==> src/rtl/muldiv_seq_pkg.sv <==
// Shared definitions for the RV32M multi-cycle sequencer.
// Contents:
//   - ALU op codes from the decoder. The M ops are the ones muldiv_seq accepts.
//   - The sequencer state encoding and the iteration counter width.
//   - The internal op encoding latched at accept.
//   - Helpers that classify and decode a decoder op code.
package muldiv_seq_pkg;

    localparam int unsigned AluOpW = 6;
    localparam int unsigned MdCntW = 5;

    // Decoder ALU op codes (subset relevant to this block)
    localparam logic [AluOpW-1:0] OpAluNop  = 6'd0;
    localparam logic [AluOpW-1:0] OpAluAdd  = 6'd1;
    localparam logic [AluOpW-1:0] OpAluSub  = 6'd2;
    localparam logic [AluOpW-1:0] OpAluMul  = 6'd20;
    localparam logic [AluOpW-1:0] OpAluMulh = 6'd21;
    localparam logic [AluOpW-1:0] OpAluDiv  = 6'd22;
    localparam logic [AluOpW-1:0] OpAluDivu = 6'd23;
    localparam logic [AluOpW-1:0] OpAluRem  = 6'd24;
    localparam logic [AluOpW-1:0] OpAluRemu = 6'd25;

    typedef enum logic [1:0] {
        MdIdle = 2'd0,
        MdCalc = 2'd1,
        MdFix  = 2'd2,
        MdDone = 2'd3
    } md_state_e;

    typedef enum logic [2:0] {
        MdOpMul  = 3'd0,
        MdOpMulh = 3'd1,
        MdOpDiv  = 3'd2,
        MdOpDivu = 3'd3,
        MdOpRem  = 3'd4,
        MdOpRemu = 3'd5
    } md_op_e;

    function automatic logic is_m_op(input logic [AluOpW-1:0] op);
        return (op == OpAluMul)  || (op == OpAluMulh) || (op == OpAluDiv) ||
               (op == OpAluDivu) || (op == OpAluRem)  || (op == OpAluRemu);
    endfunction

    // Only meaningful when is_m_op() is true
    function automatic md_op_e decode_op(input logic [AluOpW-1:0] op);
        case (op)
            OpAluMulh: return MdOpMulh;
            OpAluDiv:  return MdOpDiv;
            OpAluDivu: return MdOpDivu;
            OpAluRem:  return MdOpRem;
            OpAluRemu: return MdOpRemu;
            default:   return MdOpMul;
        endcase
    endfunction

endpackage

==> src/rtl/muldiv_iter.sv <==
// One iteration step of the shared multiply / divide datapath (pure combinational).
// Ports:
//   is_div_i  1       1: restoring-divide step, 0: shift-add multiply step
//   acc_i     2*Xlen  current accumulator
//                     multiply: {partial product high, remaining multiplier}
//                     divide:   {partial remainder, dividend/quotient}
//   opnd_i    Xlen    multiplicand (multiply) or divisor (divide), unsigned magnitude
//   acc_o     2*Xlen  accumulator after one step
module muldiv_iter #(
    parameter int unsigned Xlen = 32
) (
    input  logic              is_div_i,
    input  logic [2*Xlen-1:0] acc_i,
    input  logic [Xlen-1:0]   opnd_i,
    output logic [2*Xlen-1:0] acc_o
);

    logic [Xlen:0] mul_sum;
    logic [Xlen:0] div_trial;
    logic [Xlen:0] div_diff;

    always_comb begin
        // Multiply: add multiplicand into the high half when the LSB of the
        // remaining multiplier is set, then shift right keeping the carry.
        mul_sum   = {1'b0, acc_i[2*Xlen-1:Xlen]} + (acc_i[0] ? {1'b0, opnd_i} : '0);
        // Divide: shifted partial remainder is one bit wider than the divisor.
        // Since remainder < divisor, a set MSB of the difference means borrow.
        div_trial = acc_i[2*Xlen-1:Xlen-1];
        div_diff  = div_trial - {1'b0, opnd_i};

        if (is_div_i) begin
            if (!div_diff[Xlen]) begin
                acc_o = {div_diff[Xlen-1:0], acc_i[Xlen-2:0], 1'b1};
            end else begin
                acc_o = {div_trial[Xlen-1:0], acc_i[Xlen-2:0], 1'b0};
            end
        end else begin
            acc_o = {mul_sum, acc_i[Xlen-1:1]};
        end
    end

endmodule

==> src/rtl/muldiv_seq.sv <==
// Multi-cycle RV32M sequencer (MUL, MULH, DIV, DIVU, REM, REMU) beside the execute ALU.
// Operands are reduced to unsigned magnitudes at accept. 32 shift-add or restoring
// steps follow, then a fix-up cycle applies the sign and selects the result word.
// Divide-by-zero and signed overflow complete straight from IDLE.
// Ports:
//   i_clk     clock
//   i_rst_n   synchronous active-low reset
//   i_valid   execute stage presents an op
//   i_alu_op  decoder op code
//   i_rs1     operand A (multiplicand / dividend)
//   i_rs2     operand B (multiplier / divisor)
//   i_flush   kill in-flight op
//   o_stall   hold pipeline (combinational)
//   o_busy    state is not IDLE
//   o_done    one-cycle result-valid pulse
//   o_result  registered result, held until next completion
module muldiv_seq
    import muldiv_seq_pkg::*;
#(
    parameter int unsigned Xlen = 32,
    parameter int unsigned OpW  = 6
) (
    input  logic            i_clk,
    input  logic            i_rst_n,
    input  logic            i_valid,
    input  logic [OpW-1:0]  i_alu_op,
    input  logic [Xlen-1:0] i_rs1,
    input  logic [Xlen-1:0] i_rs2,
    input  logic            i_flush,
    output logic            o_stall,
    output logic            o_busy,
    output logic            o_done,
    output logic [Xlen-1:0] o_result
);

    md_state_e         state_q, state_d;
    md_op_e            op_q, op_d;
    logic              neg_q, neg_d;
    logic [MdCntW-1:0] cnt_q, cnt_d;
    logic [2*Xlen-1:0] acc_q, acc_d;
    logic [Xlen-1:0]   opnd_q, opnd_d;
    logic [Xlen-1:0]   result_q, result_d;

    // Accept-side decode
    md_op_e            op_dec;
    logic              accept;
    logic              signed_op, div_op, rem_op;
    logic              sign_a, sign_b;
    logic [Xlen-1:0]   mag_a, mag_b;
    logic              div_zero, div_ovf, fast_path;
    logic [Xlen-1:0]   fast_res;

    // Iteration / fix-up
    logic              iter_is_div;
    logic [2*Xlen-1:0] acc_step;
    logic [2*Xlen-1:0] acc_neg;
    logic [Xlen-1:0]   quot, rem;
    logic [Xlen-1:0]   fix_res;

    // ------------------------------------------------------------------
    // Accept decode
    // ------------------------------------------------------------------
    always_comb begin
        op_dec    = decode_op(i_alu_op);
        accept    = (state_q == MdIdle) && i_valid && is_m_op(i_alu_op) && !i_flush;

        signed_op = (op_dec == MdOpMulh) || (op_dec == MdOpDiv) || (op_dec == MdOpRem);
        div_op    = (op_dec == MdOpDiv) || (op_dec == MdOpDivu) ||
                    (op_dec == MdOpRem) || (op_dec == MdOpRemu);
        rem_op    = (op_dec == MdOpRem) || (op_dec == MdOpRemu);

        // MUL stays unsigned: the low product word does not depend on signedness
        sign_a    = signed_op && i_rs1[Xlen-1];
        sign_b    = signed_op && i_rs2[Xlen-1];
        // |0x80000000| wraps to itself, which is the correct unsigned magnitude
        mag_a     = sign_a ? -i_rs1 : i_rs1;
        mag_b     = sign_b ? -i_rs2 : i_rs2;

        div_zero  = div_op && (i_rs2 == '0);
        div_ovf   = ((op_dec == MdOpDiv) || (op_dec == MdOpRem)) &&
                    (i_rs1 == {1'b1, {(Xlen-1){1'b0}}}) && (i_rs2 == '1);
        fast_path = div_zero || div_ovf;

        if (div_zero) begin
            fast_res = rem_op ? i_rs1 : '1;
        end else begin
            fast_res = rem_op ? '0 : {1'b1, {(Xlen-1){1'b0}}};
        end
    end

    // ------------------------------------------------------------------
    // Iteration datapath
    // ------------------------------------------------------------------
    assign iter_is_div = (op_q != MdOpMul) && (op_q != MdOpMulh);

    muldiv_iter #(
        .Xlen (Xlen)
    ) u_iter (
        .is_div_i (iter_is_div),
        .acc_i    (acc_q),
        .opnd_i   (opnd_q),
        .acc_o    (acc_step)
    );

    // Sign correction and field select
    always_comb begin
        acc_neg = -acc_q;
        quot    = acc_q[Xlen-1:0];
        rem     = acc_q[2*Xlen-1:Xlen];
        case (op_q)
            MdOpMul:  fix_res = acc_q[Xlen-1:0];
            MdOpMulh: fix_res = neg_q ? acc_neg[2*Xlen-1:Xlen] : acc_q[2*Xlen-1:Xlen];
            MdOpDiv:  fix_res = neg_q ? -quot : quot;
            MdOpRem:  fix_res = neg_q ? -rem : rem;
            MdOpRemu: fix_res = rem;
            default:  fix_res = quot;
        endcase
    end

    // ------------------------------------------------------------------
    // FSM: state register
    // ------------------------------------------------------------------
    always_ff @(posedge i_clk) begin
        if (!i_rst_n) begin
            state_q <= MdIdle;
        end else begin
            state_q <= state_d;
        end
    end

    // FSM: next state
    always_comb begin
        state_d = state_q;
        case (state_q)
            MdIdle: begin
                if (accept) begin
                    state_d = fast_path ? MdDone : MdCalc;
                end
            end
            MdCalc: begin
                if (cnt_q == '1) begin
                    state_d = MdFix;
                end
            end
            MdFix:   state_d = MdDone;
            MdDone:  state_d = MdIdle;
            default: state_d = MdIdle;
        endcase
        if (i_flush) begin
            state_d = MdIdle;
        end
    end

    // FSM: outputs
    always_comb begin
        o_stall  = accept || (state_q == MdCalc) || (state_q == MdFix);
        o_busy   = (state_q != MdIdle);
        o_done   = (state_q == MdDone);
        o_result = result_q;
    end

    // ------------------------------------------------------------------
    // Datapath registers
    // ------------------------------------------------------------------
    always_comb begin
        op_d     = op_q;
        neg_d    = neg_q;
        cnt_d    = cnt_q;
        acc_d    = acc_q;
        opnd_d   = opnd_q;
        result_d = result_q;
        case (state_q)
            MdIdle: begin
                if (accept) begin
                    if (fast_path) begin
                        result_d = fast_res;
                    end else begin
                        op_d  = op_dec;
                        cnt_d = '0;
                        case (op_dec)
                            MdOpMulh, MdOpDiv: neg_d = sign_a ^ sign_b;
                            MdOpRem:           neg_d = sign_a;
                            default:           neg_d = 1'b0;
                        endcase
                        if (div_op) begin
                            acc_d  = {{Xlen{1'b0}}, mag_a};
                            opnd_d = mag_b;
                        end else begin
                            acc_d  = {{Xlen{1'b0}}, mag_b};
                            opnd_d = mag_a;
                        end
                    end
                end
            end
            MdCalc: begin
                if (!i_flush) begin
                    acc_d = acc_step;
                    cnt_d = cnt_q + 1'b1;
                end
            end
            MdFix: begin
                // A flush here must leave the previous result visible
                if (!i_flush) begin
                    result_d = fix_res;
                end
            end
            default: ;
        endcase
    end

    always_ff @(posedge i_clk) begin
        if (!i_rst_n) begin
            op_q     <= MdOpMul;
            neg_q    <= 1'b0;
            cnt_q    <= '0;
            acc_q    <= '0;
            opnd_q   <= '0;
            result_q <= '0;
        end else begin
            op_q     <= op_d;
            neg_q    <= neg_d;
            cnt_q    <= cnt_d;
            acc_q    <= acc_d;
            opnd_q   <= opnd_d;
            result_q <= result_d;
        end
    end

endmodule

==> config.mk <==
export PLATFORM = sky130hd
export DESIGN_NAME = muldiv_seq
export DESIGN_NICKNAME = d
export VERILOG_FILES = /design/src/rtl/muldiv_seq_pkg.sv /design/src/rtl/muldiv_iter.sv /design/src/rtl/muldiv_seq.sv
export SDC_FILE = /design/constraint.sdc
export NUM_CORES = 1
export LEC_CHECK = 0
export ABC_AREA = 1
export CAP_MARGIN = 20
export CORE_MARGIN = 1.5
export CORE_UTILIZATION = 30
export DETAILED_ROUTE_END_ITERATION = 10
export GPL_TIMING_DRIVEN = 0
export MAX_ROUTING_LAYER = met4
export PLACE_DENSITY_LB_ADDON = 0.1
export REMOVE_ABC_BUFFERS = 1
export SLEW_MARGIN = 20
export SYNTH_ARGS = -nofsm -noshare
export SYNTH_HDL_FRONTEND = slang
export SYNTH_SLANG_ARGS = --single-unit
==> constraint.sdc <==
create_clock -name i_clk -period 3.2 [get_ports i_clk]
set_input_delay 0.64 -clock i_clk [delete_from_list [all_inputs] [get_ports i_clk]]
set_output_delay 0.64 -clock i_clk [all_outputs]
set_load 0.005 [all_outputs]
======== Yosys cells after proc, flatten, opt, wreduce, memory -nomap -nowiden ========
Cells that the tools add are included.
storage, ports and cells
  bits of input ports ..................... 74
  word-level logic and storage cells ...... 115
  flip-flop bits (word level) ............. 139
cells by class
  multiplexer cells ....................... 32
  bitwise operators ....................... 3
  add/sub/neg operators ................... 8
  reduce and logical (&&, ||, !) cells .... 37
  equality and inequality tests ........... 28
operators by type and width
  kind                                                             number
  32-bit two-way mux                                               14
  64-bit two-way mux                                               5
  32-bit negation                                                  4
  32-bit case mux with 4 select lines                              1
  64-bit case mux with 2 select lines                              1
  32-bit == test, second input constant                            2
  64-bit negation                                                  1
  32-bit case mux with 2 select lines                              1
  6-bit by 5-bit == test with 1-bit output, second input constant  6
  32-bit by 33-bit adder with 33-bit output                        1
  33-bit by 32-bit subtractor with 33-bit output                   1
  32-bit logical NOT                                               1
  1-bit logical OR                                                 15
  5-bit two-way mux                                                3
  3-bit case mux with 5 select lines                               1
  3-bit == test, second input constant                             4
  2-bit != test, second input constant                             6
  5-bit case mux with 2 select lines                               1
  3-bit by 2-bit == test with 1-bit output, second input constant  3
  1-bit logical AND                                                9
  2-bit case mux with 4 select lines                               1
  4-bit AND reduction                                              2
  3-bit by 1-bit == test with 1-bit output, second input constant  2
  2-bit two-way mux                                                3
  other kinds (15)                                                 20

======== Depth between registers and ports, before layout ========
Gate-level depths: netlist of the first run.
  depth in word-level cells ............... 11
  mapped depth ............................ 21
  gate-level depth less buffers ........... 19

======== Hierarchy ========
A second synthesis of the first run with hierarchy kept.
unflattened totals
  cell total of the unflattened synthesis .. 3,679
  area total of the unflattened synthesis .. 19,159.6 µm²
modules (own cells, without submodules)
  module       cells each  sequential area each (µm²)  area each (µm²)  instances
  muldiv_seq   2,372       2,782.7                     12,823.5         1
  muldiv_iter  1,307       0.0                         6,336.1          1

======== Worst setup path before layout of the first run ========
No wires, ideal clock.
  path type ............................... reg-to-reg
  from .................................... register acc_q[0]
  to ...................................... register acc_q[61]
  clock period less this slack ............ 2,575 ps
  data required time ...................... 3,130 ps
  setup slack ............................. 625 ps
  arrival time ............................ 2,505 ps
  stages on the path, launching flop included .. 21
  cell sequence ........................... dfxtp_1 buf_2 buf_1 nand2_1 inv_1 ha_1 inv_1 fa_1 inv_1 nand3_1 nand3_1 nand2_1 nand2_1 nand2_1 nand2_1 nand2_1 a21oi_1 nor2_1 nor2_1 nand2_1 a21oi_1
on the way
  cells in the longest elaborated chain, start to end .. 5
ends and longest elaborated chain
  item                                       RTL line           text
  start: declaration                         muldiv_seq.sv:40   logic [2*Xlen-1:0] acc_q, acc_d;
  start signal: assignment                   muldiv_seq.sv:216  acc_q <= '0;
  start signal: assignment                   muldiv_seq.sv:223  acc_q <= acc_d;
  32-bit two-way mux                         muldiv_iter.sv:25  mul_sum = {1'b0, acc_i[2*Xlen-1:Xlen]} + (acc_i[0] ? {1'b0, opnd_i} : '0);
  32-bit by 33-bit adder with 33-bit output  muldiv_iter.sv:25
  64-bit two-way mux                         muldiv_iter.sv:31  if (is_div_i) begin
  64-bit two-way mux                         muldiv_seq.sv:196  if (!i_flush) begin
  64-bit case mux with 2 select lines        muldiv_seq.sv:172  case (state_q)
No other way between the ends. The select of a mux whose other input is x is not followed.
A chain may end at the register's enable or synchronous reset.

======== Worst setup path after layout of the first run ========
  from .................................... input i_alu_op[3]
  to ...................................... output o_stall
on the way
  cells in the longest elaborated chain, start to end .. 10
  elaborated cells between the ends (all ways) .. 15
  those cells by class .................... eq/ne (6); reduce/logical (9)
ends and longest elaborated chain
  item                                      RTL line              text
  start: declaration                        muldiv_seq.sv:26      input logic [OpW-1:0] i_alu_op,
  6-bit by 5-bit == test with 1-bit output  muldiv_seq_pkg.sv:40  return (op == OpAluMul) || (op == OpAluMulh) || (op == OpAluDiv) ||
  1-bit logical OR (3 in a row)             muldiv_seq_pkg.sv:40
  1-bit logical OR                          muldiv_seq_pkg.sv:41  (op == OpAluDivu) || (op == OpAluRem) || (op == OpAluRemu);
  1-bit logical OR (*)                      muldiv_seq_pkg.sv:41
  1-bit logical AND (*) (2 in a row)        muldiv_seq.sv:65      accept = (state_q == MdIdle) && i_valid && is_m_op(i_alu_op) && !i_flush;
  1-bit logical OR (*) (2 in a row)         muldiv_seq.sv:156     o_stall = accept || (state_q == MdCalc) || (state_q == MdFix);
  end: declaration                          muldiv_seq.sv:30      output logic o_stall,
Mark *: on every way between the ends. The rest lies on a longest branch, timed or not.

==> flow_summary.json, run 1 <==
{
  "status": "finished, violations left",
  "violations": "setup timing",
  "syn_inst": 3533,
  "diodes": 0,
  "grt_max_degree": 73,
  "final_common_cell": "nand2_1",
  "ctsHoldBuffers": 0,
  "place_area_um2": 20200,
  "power_frac_comb_pct": 27.5,
  "syn2layout_area_growth_pct": 14.8,
  "clk_pin_slew_ns": 0.06,
  "multi_input_area_um2": 13700,
  "switching_share_pct": 38.2,
  "grt.overflow.total": 0,
  "placed_cells": 4304,
  "start_util_pct": 30.6,
  "ys_seq_area_share_pct": 15.0,
  "clk-insertion-delay-late_ns": 0.50,
  "io_pins": 109,
  "hpwlAfterDp_mm": 69.6,
  "drt_iter0_markers": 2071,
  "yosysWarnings": 0,
  "final_cell_mix": "nand2_1 (1034), nor2_1 (493), inv_1 (451), nand3_1 (324), a21oi_1 (270)",
  "path_max_fanout": 5,
  "path_class": "in2out",
  "cts-htree-levels": 4,
  "synth_enable_flop_cells": 0,
  "via_per_inst": 5.24,
  "hp-class": "in2reg",
  "die_area_um2": 63400,
  "synth.ff_latch_count": 139,
  "worstPathArrival_ns": 2.60,
  "critical_path.endpoint_type": "primary output",
  "routed-via-count": 22845,
  "hold_viol_final": 0,
  "design.core.area_um2": 60700,
  "drt-pass1-iter-count": 7,
  "antenna_found_initial": 0,
  "power_mw": 5.43,
  "routed_wirelength_mm": 91.1,
  "grt_pass1_wl_mm": 134,
  "cts_buffer_depth": 2,
  "ant_nets": 0,
  "p_leak_nw": 10.3,
  "grt_use_total_pct": 29.2,
  "rows": 90,
  "avgSynthCellArea_um2": 5.25,
  "setup_viol_count_final": 1,
  "ir_drop_mv": 0.420,
  "grt_pass1_vias": 20777,
  "root_buffer": "clkbuf_16",
  "min_period_over_period_pct": 101,
  "wl_per_cell_um": 20.9,
  "reg2regPathDepth": 12,
  "drv_cap": 0,
  "pwr_density_cell_nw_per_um2": 255,
  "whs_path_depth": 3,
  "rsz0062_at_grt": "yes",
  "numClockSinks": 139,
  "nNetsFinal": 3719,
  "async_flop_share_pct": 0,
  "place_congestion": 0.996,
  "finalCriticalPeriod_ns": 3.24,
  "final.fill_count": 7027,
  "drive_gt1_share_pct": 5.00,
  "slew_headroom_pct": 31.9,
  "p_int_mw": 3.36,
  "final_cell_area_um2": 21300,
  "syn-cell-area_um2": 18600,
  "clock.fmax_ghz": 0.309,
  "numCtsBuffers": 17,
  "route.detailed.drc": 0,
  "tns_ns": -0.0395,
  "cts_tree": "built",
  "drv_slew": 0,
  "fin_skew_ns": 0.0157,
  "ys.flop_type": "dfxtp_1",
  "power_frac_seq_pct": 32.9,
  "portBuffers": 108,
  "layoutNonFillerInstCount": 4362,
  "timing.final.ws_setup_ns": -0.0395,
  "p_clk_share_pct": 39.6,
  "dieWidth_um": 252,
  "switching_power_mw": 2.07,
  "start_kind": "primary input",
  "fin_util_pct": 35.1,
  "die_h_um": 252,
  "seqCellArea_um2": 2810,
  "worstMarginPinSlew_ns": 1.02,
  "ys_types": 48,
  "worstPathRequired_ns": 2.56
}
## registers in the layout, indices dropped and copies added, names as in the netlist
register / cells
opnd_q: 32
cnt_q: 5
state_q: 2
neg_q: 1
op_q: 3
acc_q: 64
o_result: 32
## cells in the mapped netlist, types with 39 or more instances
cell type,instances,area [µm²]
nand3_1,326,1630
dfxtp_1,139,2780
nor3_1,48,240
nand4_1,42,263
a21oi_1,271,1360
o21ai_0,230,1150
inv_1,460,1730
nor2_1,498,1870
clkbuf_1,68,255
nand2_1,1042,3910
o21ai_1,39,195
xor2_1,40,350
ha_1,76,951
## power groups by stage
stage                     sequential (mW)  combinational, mW  clock, mW
after floorplan                      1.81              0.813          0
after global placement               1.83               1.37          0
after detailed placement             1.83               1.39          0
after CTS                            1.78               1.43       2.19
after global routing                 1.79               1.62       2.25
final                                1.79               1.49       2.15
## stage by stage
| step | hold slack (ns) | worst slack (ns) |
|---|---|---|
| floorplan | 0.447 | -1.48 |
| detailed placement | 0.472 | -1.81 |
| CTS | 0.421 | 0.00578 |
| global placement | 0.469 | -5.44 |
| finish | 0.447 | -0.0395 |
| global route | 0.451 | -0.0954 |
## routing by layer
metal / routed length (µm) / share of wire [%] / track usage, % / vias up
met5: 0 / 0 / - / -
met4: 4410 / 4.8 / 12.8 / 0
met3: 6230 / 6.8 / 3.38 / 158
met2: 39400 / 43 / 44.0 / 927
met1: 41100 / 45 / 39.3 / 10312
li1: - / - / - / 11448
## repair_timing
action	CTS	global route
setup endpoints to repair	138	69
gates resized for setup	41	27
pin swaps	8	3
hold endpoints to repair	0	0
cloned	7	4
buffers inserted	12	3
## logic make-up after synthesis
family / share of synthesized area [%]
multiplexers: 0.270
flip-flops: 15.0
buffers and inverters: 13.1
adder cells (fa/ha/maj): 5.34
AO/OA/AOI/OAI: 17.3
XOR/XNOR: 2.74
AND/OR/NAND/NOR: 46.2
## critical path: stages
cell             delay, ns
clkdlybuf4s50_1       0.47
inv_2                 0.04
nor2_2                0.26
nand3_4               0.23
inv_2                 0.17
o21ai_4               0.13
nand3_1               0.13
clkdlybuf4s50_1       0.53
## final cells by class
class,count,area share [%]
sequential,139,13.2
timing repair buffer,131,6.60
clock inverter,15,0.828
multi-input combinational,2798,64.1
clock buffer,17,2.00
tap,782,4.59
inverter,478,8.67
timing repair inverter,2,0.0587
## final timing paths
kind                                  start  slack (ns)            to
worst max-delay path            i_alu_op[3]       -0.04       o_stall
worst min-delay path                i_rst_n        0.45  o_result[25]
worst max register to register    acc_q[33]        0.05  o_result[10]
worst min register to register     cnt_q[4]        0.48      cnt_q[4]
Power figures use the tool's default switching activity.
==> run 2, diff against run 1 <==
==> constraint.sdc (replaced) <==
create_clock -name i_clk -period 3.6 [get_ports i_clk]
set_input_delay 0.72 -clock i_clk [delete_from_list [all_inputs] [get_ports i_clk]]
set_output_delay 0.72 -clock i_clk [all_outputs]
set_load 0.005 [all_outputs]
==> flow_summary.json, run 2 (synthesized netlist as in run 1, its figures left out) <==
{
  "p_leak_nw": 10.3,
  "power_frac_seq_pct": 33.2,
  "ant_nets": 0,
  "start_util_pct": 30.6,
  "switching_power_mw": 1.81,
  "path_class": "reg2reg",
  "routed_wirelength_mm": 90.4,
  "tns_ns": 0,
  "holdPathEnd": "cnt_q[4]",
  "power_mw": 4.78,
  "worstPathRequired_ns": 4.04,
  "final_common_cell": "nand2_1",
  "p_clk_share_pct": 40.0,
  "worstPathArrival_ns": 3.97,
  "rsz0062_at_grt": "no",
  "drv_cap": 0,
  "hp-class": "reg2reg",
  "final_cell_mix": "nand2_1 (1037), nor2_1 (497), inv_1 (455), nand3_1 (326), a21oi_1 (271)",
  "critical_path.endpoint_type": "flop",
  "setup_viol_count_final": 0,
  "wl_per_cell_um": 20.7,
  "final.fill_count": 7037,
  "finalCriticalPeriod_ns": 3.53,
  "r2r_end": "o_result[10]",
  "grt_use_total_pct": 28.6,
  "fin_skew_ns": 0.0171,
  "cts-htree-levels": 4,
  "routed-via-count": 22802,
  "pwr_density_cell_nw_per_um2": 226,
  "hold_viol_final": 0,
  "power_frac_comb_pct": 26.8,
  "die_area_um2": 63400,
  "via_per_inst": 5.23,
  "nNetsFinal": 3717,
  "path_max_fanout": 7,
  "largest_reg_flops": 64,
  "antenna_found_initial": 0,
  "route.detailed.drc": 0,
  "min_period_over_period_pct": 97.9,
  "slowest_stage": "o21ai_0",
  "largest_register": "acc_q",
  "ir_drop_mv": 0.374,
  "p_int_mw": 2.97,
  "clock.fmax_ghz": 0.284,
  "numClockSinks": 139,
  "crit_chain": "inv_1 -> ha_1 -> nand2_1 -> nor2_1 -> nand2_1 -> o21ai_2 -> a21oi_1 -> o21ai_0 -> nand2_1 -> nand3_1 -> nand2_1 -> inv_1",
  "status": "finished, final reports clean",
  "rows": 90,
  "cts_tree": "built",
  "design.core.area_um2": 60700,
  "die_h_um": 252,
  "switching_share_pct": 37.9,
  "root_buffer": "clkbuf_16",
  "syn2layout_area_growth_pct": 14.0,
  "numCtsBuffers": 17,
  "critPathMaxStageDelay_ns": 0.63,
  "hpwlAfterDp_mm": 69.6,
  "place_congestion": 0.996,
  "io_pins": 109,
  "drt-pass1-iter-count": 8,
  "worstMarginPinSlew_ns": 1.04,
  "reg2regPathDepth": 12,
  "clk-insertion-delay-late_ns": 0.50,
  "whs_path_depth": 2,
  "grt_pass1_wl_mm": 132,
  "grt_max_degree": 73,
  "reg2reg_slack_ns": 0.07,
  "drive_gt1_share_pct": 4.25,
  "drv_slew": 0,
  "clk_pin_slew_ns": 0.07,
  "diodes": 0,
  "slew_headroom_pct": 30.2,
  "cts_buffer_depth": 2,
  "holdCritStartpoint": "cnt_q[4]",
  "dieWidth_um": 252,
  "start_kind": "flop",
  "grt.overflow.total": 0,
  "grt_pass1_vias": 20660,
  "reg2reg_from": "acc_q[33]",
  "drt_iter0_markers": 2109,
  "path_common_cell": "nand2_1",
  "portBuffers": 108
}
-- run 2: per-stage QoR --
stage | area (µm²) | instances | utilization (%) | setup slack, ns | hold WS, ns
floorplan | 17900 | 3406 | - | -1.08 | 0.447
global placement | 20000 | 4296 | 32.9 | -5.04 | 0.469
detailed placement | 20200 | 4304 | 33.3 | -1.49 | 0.472
CTS | 20900 | 4340 | 34.4 | 0.00658 | 0.482
global route | 21200 | 4360 | 34.8 | 0.0181 | 0.514
finish | 21200 | 4360 | 34.8 | 0.0750 | 0.477
-- run 2: how the worst max path moves through the flow --
stage                start            to  slack (ns)
4_1_cts           i_rs1[0]    opnd_q[30]       0.007
6_report         acc_q[33]  o_result[10]        0.07
5_1_grt         state_q[0]       o_stall        0.02
3_5_place_dp   i_alu_op[5]     acc_q[26]       -1.49
2_1_floorplan      op_q[2]   o_result[1]       -1.08
3_3_place_gp       op_q[2]   o_result[7]       -5.04
-- run 2: area by class of cell --
cell class	count	area [µm²]	area share, %
inverter	478	1830	8.64
clock inverter	15	176	0.834
timing repair buffer	133	1430	6.76
sequential	139	2790	13.2
clock buffer	17	425	2.01
timing repair inverter	1	7.51	0.0355
tap	782	978	4.63
multi-input combinational	2795	13500	63.9
-- run 2: repair_timing --
item / in CTS / in global routing
gates resized for setup: 10 / 18
gates cloned: 2 / 5
buffers inserted: 2 / 15
endpoints found under the setup margin: 104 / 107
pin swaps: 2 / 3
hold buffers: 0 / 0
-- run 2: power by group through the flow --
stage	combinational, mW	sequential (mW)	clock (mW)
floorplan	0.723	1.61	0
CTS	1.24	1.59	1.95
global route	1.39	1.59	1.99
detailed placement	1.23	1.62	0
finish	1.28	1.59	1.91
global placement	1.22	1.63	0
-- run 2: worst max-delay path: cells and delay by family, from the launching register on --
kind / cells / cell delay [ns]
buffers and inverters: 2 / 0.45
adders and majority gates: 1 / 0.38
AOI/OAI and AO/OA: 3 / 1.09
DFF: 1 / 0.52
and+or+nand+nor: 6 / 1.04
-- run 2: routing by layer --
layer	GRT usage, %	up-vias	wire length, µm
li1	-	11428	-
met5	-	-	0
met1	38.4	10350	41300
met2	43.1	864	38800
met4	12.4	0	4360
met3	3.50	160	5870
